===== src/rtl/mult_shift_add_if.sv =====
// Operand/result bundle for the sequential shift-and-add multiplier.
// The master drives start and the operands. The slave returns the product and status.
interface mult_shift_add_if #(
  parameter int unsigned N = 4
);
  logic           start;
  logic [N-1:0]   a;
  logic [N-1:0]   b;
  logic [2*N-1:0] product;
  logic           busy;
  logic           done;

  modport master (output start, a, b, input product, busy, done);
  modport slave  (input start, a, b, output product, busy, done);
endinterface


===== src/rtl/mult_shift_add.sv =====
// Unsigned N x N sequential multiplier: one shared ripple adder and one add+shift per cycle.
// Registered 2N-bit product with a one-cycle done pulse.

// Plain ripple-carry adder; carry-out is not needed because callers widen operands by one bit.
module suma #(
  parameter int unsigned W = 4
) (
  input  logic [W-1:0] x,
  input  logic [W-1:0] y,
  output logic [W-1:0] s
);
  logic [W-1:0] c;

  assign c[0] = 1'b0;

  for (genvar i = 0; i < W; i++) begin : g_bit
    assign s[i] = x[i] ^ y[i] ^ c[i];
    if (i < W - 1) begin : g_carry
      assign c[i+1] = (x[i] & y[i]) | (c[i] & (x[i] ^ y[i]));
    end
  end
endmodule

module mult_shift_add #(
  parameter int unsigned N = 4
) (
  input  logic            clk,
  input  logic            rst,
  mult_shift_add_if.slave bus
);
  localparam int unsigned CW = $clog2(N + 1);

  typedef enum logic [1:0] {IDLE, RUN, DONE} state_t;

  state_t        state;
  logic [N-1:0]  mcand;
  logic [N-1:0]  acc_hi;
  logic [N-1:0]  acc_lo;
  logic [CW-1:0] count;

  logic [N:0]    add_op;
  logic [N:0]    sum_full;
  logic          c;
  logic [N-1:0]  sum;

  // The adder is one bit wider than the operands, so the carry lands in the top bit and is never lost.
  assign add_op = acc_lo[0] ? {1'b0, mcand} : '0;

  suma #(.W(N + 1)) u_suma (
    .x ({1'b0, acc_hi}),
    .y (add_op),
    .s (sum_full)
  );

  assign c   = sum_full[N];
  assign sum = sum_full[N-1:0];

  always_ff @(posedge clk or posedge rst) begin
    if (rst) begin
      state       <= IDLE;
      mcand       <= '0;
      acc_hi      <= '0;
      acc_lo      <= '0;
      count       <= '0;
      bus.product <= '0;
      bus.busy    <= 1'b0;
      bus.done    <= 1'b0;
    end else begin
      case (state)
        IDLE: begin
          bus.done <= 1'b0;
          bus.busy <= 1'b0;
          if (bus.start) begin
            mcand    <= bus.a;
            acc_hi   <= '0;
            acc_lo   <= bus.b;
            count    <= CW'(N);
            bus.busy <= 1'b1;
            state    <= RUN;
          end
        end

        RUN: begin
          acc_hi <= {c, sum[N-1:1]};
          acc_lo <= {sum[0], acc_lo[N-1:1]};
          count  <= count - CW'(1);
          // Last iteration: publish the shifted accumulator directly so it is visible during DONE.
          if (count == CW'(1)) begin
            bus.product <= {c, sum, acc_lo[N-1:1]};
            bus.busy    <= 1'b0;
            bus.done    <= 1'b1;
            state       <= DONE;
          end
        end

        DONE: begin
          bus.done <= 1'b0;
          bus.busy <= 1'b0;
          state    <= IDLE;
        end

        default: begin
          bus.done <= 1'b0;
          bus.busy <= 1'b0;
          state    <= IDLE;
        end
      endcase
    end
  end
endmodule


===== src/flat_wrapper.sv =====
// flat-port wrapper written by rule: the top's interface ports become plain ports
module mult_shift_add_flat 
#(
  parameter int unsigned N = 4
)
  (clk, rst, bus_start, bus_a, bus_b, bus_product, bus_busy, bus_done);
  mult_shift_add_if #(.N(N)) bus_i ();
  input  logic clk;
  input  logic rst;
  input wire logic [$bits(bus_i.start)-1:0] bus_start;
  input wire logic [$bits(bus_i.a)-1:0] bus_a;
  input wire logic [$bits(bus_i.b)-1:0] bus_b;
  output wire logic [$bits(bus_i.product)-1:0] bus_product;
  output wire logic [$bits(bus_i.busy)-1:0] bus_busy;
  output wire logic [$bits(bus_i.done)-1:0] bus_done;
  assign bus_i.start = bus_start;
  assign bus_i.a = bus_a;
  assign bus_i.b = bus_b;
  assign bus_product = bus_i.product;
  assign bus_busy = bus_i.busy;
  assign bus_done = bus_i.done;
  mult_shift_add #(.N(N)) u_core (.clk(clk), .rst(rst), .bus(bus_i));
endmodule

===== config.mk =====
export PLATFORM = sky130hd
export DESIGN_NAME = mult_shift_add_flat
export DESIGN_NICKNAME = d
export VERILOG_FILES = /design/src/rtl/mult_shift_add_if.sv /design/src/rtl/mult_shift_add.sv /design/src/flat_wrapper.sv
export SDC_FILE = /design/constraint.sdc
export NUM_CORES = 1
export LEC_CHECK = 0
export ABC_AREA = 0
export CAP_MARGIN = 0
export CORE_MARGIN = 1
export CORE_UTILIZATION = 51
export DETAILED_ROUTE_END_ITERATION = 7
export PLACE_DENSITY_LB_ADDON = 0.15
export SYNTH_ARGS = -nofsm -noshare
export SYNTH_HDL_FRONTEND = slang
export SYNTH_SLANG_ARGS = --single-unit

===== constraint.sdc =====
create_clock -name clk -period 2.8 [get_ports clk]
set_input_delay 0.56 -clock clk [delete_from_list [all_inputs] [get_ports clk]]
set_output_delay 0.56 -clock clk [all_outputs]
set_load 0.03 [all_outputs]

* Yosys cells after proc, flatten, opt, wreduce, memory -nomap -nowiden *
Cells that the tools add are included.

word-level totals
  register bits = 27

operators by class
  add/subtract/negate cells = 1
  eq/ne operators = 4
  multiplexer cells = 15
  bitwise gates (word level) = 18
  reductions and logical operators = 6

operators with widths
  cell                 number
  $pmux 4 s2           2
  $mux 4               3
  $reduce_and 2->1     4
  $and 1x1->1          7
  $xor 1x1->1          7
  $pmux 3 s2           1
  $mux 1               4
  $mux 2               2
  $pmux 2 s2           1
  $eq 3x1->1 const B   1
  $mux 3               1
  $or 1x1->1           3
  $sub 3x1->3 const B  1
  $eq 2x1->1 const B   1
  $logic_not 2->1      1
  $ne 2x1->1 const B   1
  $ne 2x2->1 const B   1
  $pmux 1 s2           1
  $reduce_bool 2->1    1
  $xor 1x1->1 const A  1

* Longest topological paths before layout *
Gate-level depths: netlist (run 1).

  depth in word-level cells = 10
  gate-level depth with buffers = 7

* Cells and area by module *
Synthesis (run 1) repeated with hierarchy kept, for this count alone.

second synthesis, totals
  cells, all modules = 99
  area, all modules = 1298.7 um2

modules (own cells, without submodules)
  module          instances  cells an instance  area each (um2)  seq. area each (um2)
  mult_shift_add  1          89                 1183.6           675.6
  suma            1          10                 115.1            0.0

* Least setup slack after synthesis (run 1) *
Ideal clock, no wire load.

  path type = register to register
  from = register u_core.acc_lo[0]
  to = register u_core.acc_hi[2]
  library setup time = 126 ps
  data arrival time = 1986 ps
  slack = 688 ps
  stages on the path, launching flop included = 8
  buffers on the path = 0
  path through = dfrtp_1 and2_1 ha_1 inv_1 fa_1 fa_1 fa_1 o21ai_0

on the way
  cells in the longest elaborated chain, start to end = 8

RTL lines
  item                                        RTL line              RTL
  from (decl)                                 mult_shift_add.sv:38  logic [N-1:0] acc_lo;
  from (signal assigned)                      mult_shift_add.sv:76  acc_lo <= bus.b;
  from (signal assigned)                      mult_shift_add.sv:85  acc_lo <= {sum[0], acc_lo[N-1:1]};
  $mux 4 (*)                                  mult_shift_add.sv:47  assign add_op = acc_lo[0] ? {1'b0, mcand} : '0;
  $and 1x1->1 or $xor 1x1->1 (tied branches)  mult_shift_add.sv:19  assign c[i+1] = (x[i] & y[i]) | (c[i] & (x[i] ^ y[i]));
  $and 1x1->1                                 mult_shift_add.sv:19
  $or 1x1->1                                  mult_shift_add.sv:19
  $and 1x1->1                                 mult_shift_add.sv:19
  $or 1x1->1                                  mult_shift_add.sv:19
  $xor 1x1->1 (*)                             mult_shift_add.sv:17  assign s[i] = x[i] ^ y[i] ^ c[i];
  $pmux 4 s2 (*)                              mult_shift_add.sv:69  case (state)
  to (signal assigned)                        mult_shift_add.sv:84  acc_hi <= {c, sum[N-1:1]};
  to (decl)                                   mult_shift_add.sv:37  logic [N-1:0] acc_hi;

Mark *: on every way between the ends. The rest lies on a longest branch, timed or not.
A chain may end at the register's enable or synchronous reset.

* Worst setup path in the final report (run 1) *
Same ends and word-level chain as after synthesis.

==> results.yml, run 1 <==
status:
  status: "complete, no violations"
finish:
  drive_above_1_share: 0.0956
  area_growth_pct: 20.7
  final_area_um2: 1480
  layout.cells.non_filler: 164
  layout.nets: 154
  antennaDiodeCount: 0
  final_util: 0.661
synthesis:
  synth_area_um2: 1220
  ys_top_cells_by_count: "dfrtp_1 (27), nand2_1 (26), o21ai_0 (11), inv_1 (10), o22ai_1 (8)"
  synth.top_cell.area_share: 0.553
  ys_warn_count: 0
  synth_area_leaders: "dfrtp_1 (55%), nand2_1 (8.0%), fa_1 (4.9%), o21ai_0 (4.5%), o22ai_1 (4.1%)"
  syn_avg_cell_area_um2: 10.7
  synth_cell_type_count: 20
  synth_cells: 114
  dominantRegCellSynth: "dfrtp_1"
  synthArstFlopShare: 1.00
  post-synth-top-count-cell: "dfrtp_1"
  synth-edff-count: 0
  synth_fp_nets: 131
  synth_top_cell_by_area: "dfrtp_1"
  synth_seq_cells: 27
  ys_seq_area_frac: 0.553
critical_path:
  reg2reg_from: "u_core.acc_lo[0]"
  timing.rr.end: "u_core.acc_hi[2]"
  cp_top_family: "adder cells"
  path_max_fanout: 6
  r2r_cells: 7
  critPathBufInv: 1
  path_cells: "and2_1 -> ha_1 -> inv_1 -> fa_1 -> fa_1 -> fa_1 -> o21ai_0"
  crit_cells: 7
  worstPathArrival_ns: 2.50
  path_common_cell: "fa_1"
  rrSetupSlack_ns: 0.52
  end_kind: "flip-flop"
  crit_slowest_cell: "fa_1"
  critical_path_required_ns: 3.02
  startpoint_type: "flip-flop"
  cp_slowest_stage_delay_ns: 0.51
  critPathCapture: "u_core.acc_hi[2]"
  cp-startpoint: "u_core.acc_lo[0]"
  path_class: "reg2reg"
pwr:
  leakagePower_nw: 0.650
  power_mw: 1.66
  ir_drop_mv: 0.718
  p_per_area_nw_per_um2: 1120
sta:
  final_max_slew_viol_count: 0
  fmax_mhz: 438
  hold_viol_final: 0
  skew_ns: 0.00621
  setup_slack_ns: 0.518
  grt_setup_unrepaired: "false"
  period_minus_slack_ns: 2.28
  worstMarginPinSlew_ns: 0.390
  finalCritPeriodShare: 0.815
  setup-tns-final_ns: 0
  relSlewSlack: 0.740
  setup_viol: 0
  holdWs_ns: 0.495
clock_network:
  postCtsResizedCells: 0
  cts_tree: "yes"
  htreeDepth: 1
  worstSkewPairLatency_ns: 0.33
  cts_sinks: 27
  cts_buffers: 3
  clockBufferDepth: 2
  cts_hold_buf: 0
  root_buffer: "clkbuf_4"
  cts_setup_buffers: 0
  clk_pin_slew_ns: 0.14
floorplanning:
  io_pins: 21
  core_um2: 2230
  die_h_um: 51.0
  die_area_um2: 2600
  rows: 17
  dieWidth_um: 51.0
  start_util: 0.547
drt:
  vias_per_cell: 5.34
  drt_first_iter_violations: 7
  antenna_left: 0
  num_vias: 875
  drc: 0
  wl_per_cell_um: 13.7
  drt_first_pass_iters: 4
  drt_wl_total_um: 2250
placement:
  hpwl_um: 1660
  dp_slack_ns: 0.512
  place_congestion: 0.773
  place_area_um2: 1450
  io_buffers: 20
  placed_cells: 160
global_route:
  gr-total-overflow: 0
  antenna_found_initial: 0
  grt_pass1_wl_um: 4080
  track_usage: 0.222
  grt_pass1_vias: 894
  grt_start_max_net_pins: 28
flow_run:
  drv_cap: 0
worst_hold_path:
  hp-class: "reg2reg"
## power by group
part           switching, mW  internal (mW)  leakage [nW]
combinational          0.433          0.347         0.302
sequential             0.137          0.570         0.331
clock                  0.113         0.0537        0.0177
## final cells by class
cell class,instances,area (µm²)
clock buffers,3,22.5
well taps,28,35.0
flip-flops and latches,27,676
multi-input cells,74,492
repair buffers,21,208
inverters,10,37.5
clock inverters,1,5.00
fillers,185,758
## flip-flops by register name, summed over array words and instances, names as in the netlist
name	count
u_core.acc_hi	4
u_core.acc_lo	4
u_core.bus.busy	1
u_core.bus.done	1
u_core.bus.product	8
u_core.count	3
u_core.mcand	4
u_core.state	2
## worst min-delay path by stage
| stage | start | endpoint | slack, ns | cells after the start |
|---|---|---|---|---|
| final | u_core.bus.product[5] | u_core.bus.product[5] | 0.49 | 2 |
| after global routing | u_core.bus.product[2] | u_core.bus.product[2] | 0.54 | 2 |
| after CTS | u_core.bus.product[5] | u_core.bus.product[5] | 0.50 | 2 |
| after detailed placement | u_core.bus.product[3] | u_core.bus.product[3] | 0.47 | 2 |
| after global placement | u_core.bus.product[0] | u_core.bus.product[0] | 0.46 | 2 |
| after floorplan | u_core.acc_hi[1] | u_core.acc_hi[1] | 0.45 | 2 |
## placed cells by master, fill, tap and decap left out, types with 4 or more instances in the layout
master / count
dfrtp_1: 27
nand2_1: 26
clkdlybuf4s50_1: 20
o21ai_0: 11
inv_1: 10
o22ai_1: 8
a21oi_1: 7
mux2_2: 4
## cell families (layout without fill, tap and decap cells)
kind of cell / count (synthesis) / after routing / share of synthesized area
fa+ha+maj: 6 / 6 / 0.0798
compound gates: 27 / 27 / 0.124
simple gates: 37 / 37 / 0.162
mux: 4 / 4 / 0.0368
buf+inv: 13 / 35 / 0.0450
flops: 27 / 27 / 0.553
## per-layer routing
metal  vias to the layer above  global-route usage  part of all wire  wire [µm]
met3                         4              0.0446             0.043         96
li1                        422                   -                 -          -
met5                         -                   0                 0          0
met2                        21               0.360              0.48       1070
met4                         0               0.125             0.022         49
met1                       428               0.277              0.46       1030
## worst reg2reg max path, stage by stage, from the launching register on
cell and delay, ns:
dfrtp_1 0.46, and2_1 0.16, ha_1 0.14, inv_1 0.05, fa_1 0.37, fa_1 0.40
fa_1 0.51, o21ai_0 0.08
Note: power is estimated with default switching activity, not from simulation.
==> inputs of run 2 (changes only) <==
==> constraint.sdc (replaced) <==
create_clock -name clk -period 2.25 [get_ports clk]
set_input_delay 0.45 -clock clk [delete_from_list [all_inputs] [get_ports clk]]
set_output_delay 0.45 -clock clk [all_outputs]
set_load 0.03 [all_outputs]
==> results.yml, run 2 (synthesis gave the netlist of run 1 again) <==
drt:
  wl_per_cell_um: 14.1
  num_vias: 902
  vias_per_cell: 5.47
  antenna_left: 0
  drc: 0
  drt_first_pass_iters: 4
  drt_first_iter_violations: 30
  drt_wl_total_um: 2330
critical_path:
  path_class: "reg2reg"
  path_max_fanout: 2
  cp_top_family: "adder cells"
  worstPathArrival_ns: 2.32
  path_common_cell: "fa_1"
  reg2reg_from: "u_core.acc_lo[0]"
  startpoint_type: "flip-flop"
  path_cells: "and2_1 -> ha_1 -> inv_1 -> fa_1 -> fa_2 -> fa_1 -> o21ai_0"
  crit_slowest_cell: "fa_1"
  critical_path_required_ns: 2.46
  cp_slowest_stage_delay_ns: 0.50
  end_kind: "flip-flop"
  critPathBufInv: 1
  cp-startpoint: "u_core.acc_lo[0]"
finish:
  layout.nets: 155
  antennaDiodeCount: 0
  final_common_cell: "dfrtp_1"
  drive_above_1_share: 0.109
  largest_reg_flops: 8
  top_register: "u_core.bus.product"
  layout.cells.non_filler: 165
  final_cell_mix: "dfrtp_1 (27), nand2_1 (26), clkdlybuf4s50_1 (20), o21ai_0 (11), inv_1 (10)"
  area_growth_pct: 21.5
  final_area_um2: 1490
  n_fill_cell: 191
global_route:
  grt_pass1_vias: 937
  gr-total-overflow: 0
  antenna_found_initial: 0
  grt_start_max_net_pins: 28
  grt_pass1_wl_um: 4200
  track_usage: 0.225
pwr:
  ir_drop_mv: 0.730
  p_sw_frac: 0.414
  combPwrFrac: 0.484
  pwr-share-clk: 0.100
  p_int_mw: 1.22
  pwr-share-seq: 0.415
  switchingPower_mw: 0.866
  p_per_area_nw_per_um2: 1410
  leakagePower_nw: 0.655
placement:
  place_congestion: 0.764
  io_buffers: 20
  hpwl_um: 1640
  dp_slack_ns: 0.100
  placed_cells: 161
  place_area_um2: 1460
clock_network:
  cts_tree: "yes"
  cts_hold_buf: 0
  postCtsResizedCells: 0
  cts_buffers: 3
  worstSkewPairLatency_ns: 0.33
  cts_setup_buffers: 0
  clk_pin_slew_ns: 0.14
  htreeDepth: 1
  root_buffer: "clkbuf_4"
  clockBufferDepth: 2
  cts_sinks: 27
sta:
  hold_viol_final: 0
  relSlewSlack: 0.721
  fmax_mhz: 476
  skew_ns: 0.00265
  grt_setup_unrepaired: "false"
  worstMarginPinSlew_ns: 0.418
  holdWs_ns: 0.465
  period_minus_slack_ns: 2.10
  setup_slack_ns: 0.147
  setup-tns-final_ns: 0
  setup_viol: 0
  finalCritPeriodShare: 0.935
  final_max_slew_viol_count: 0
status:
  status: "complete, no violations"
floorplanning:
  dieWidth_um: 51.0
  rows: 17
  die_area_um2: 2600
  start_util: 0.547
  die_h_um: 51.0
  core_um2: 2230
  io_pins: 21
worst_hold_path:
  hp-class: "in2async"
flow_run:
  drv_cap: 0
-- run 2: cell count changes in the layout (fill, tap and decap cells not counted) --
cell   previous run  this run
fa_1              3         2
fa_2              0         1
buf_4             1         2
-- run 2: stage by stage --
step / util / power, mW
final: 0.665 / 2.09
after global routing: 0.665 / 2.30
after CTS: 0.664 / 2.10
after detailed placement: 0.652 / 1.89
after global placement: 0.652 / 1.84
after floorplan: - / 1.55
-- run 2: power groups by stage --
stage | sequential (mW) | clock [mW] | combinational (mW)
after floorplan | 0.981 | 0 | 0.573
after CTS | 0.869 | 0.215 | 1.02
final | 0.869 | 0.209 | 1.01
after global placement | 0.868 | 0 | 0.974
after detailed placement | 0.880 | 0 | 1.01
after global routing | 0.899 | 0.236 | 1.16
-- run 2: layout make-up --
| type | instances | area (µm²) | share of cell area |
|---|---|---|---|
| Timing Repair Buffer | 22 | 215 | 0.145 |
| Tap cell | 28 | 35.0 | 0.0236 |
| Clock inverter | 1 | 5.00 | 0.00337 |
| Clock buffer | 3 | 22.5 | 0.0152 |
| Inverter | 10 | 37.5 | 0.0253 |
| Sequential cell | 27 | 676 | 0.455 |
| Multi-Input combinational cell | 74 | 494 | 0.333 |
-- run 2: final timing paths --
check	endpoint	slack, ns	cells after the start
setup / recovery	u_core.acc_hi[2]	0.15	7
hold / removal	u_core.bus.product[2]	0.47	3
setup reg to reg	u_core.acc_hi[2]	0.15	7
hold reg to reg	u_core.bus.product[0]	0.50	2
max in group asynchronous	u_core.state[0]	1.53	3
min in group clk	u_core.bus.product[0]	0.50	2
-- run 2: worst reg2reg max path, delay by kind of cell (launching register included) --
family | cells | cell delay, ns
simple gates | 1 | 0.13
fa+ha+maj | 4 | 1.36
compound gates | 1 | 0.09
buf+inv | 1 | 0.05
flops | 1 | 0.37
-- run 2: routing by layer --
metal  wire (µm)  track usage  part of all wire
met1         994        0.286              0.43
met2        1150        0.384              0.49
met3         156       0.0268             0.067
met5           0            0                 0
met4          35       0.0972             0.015
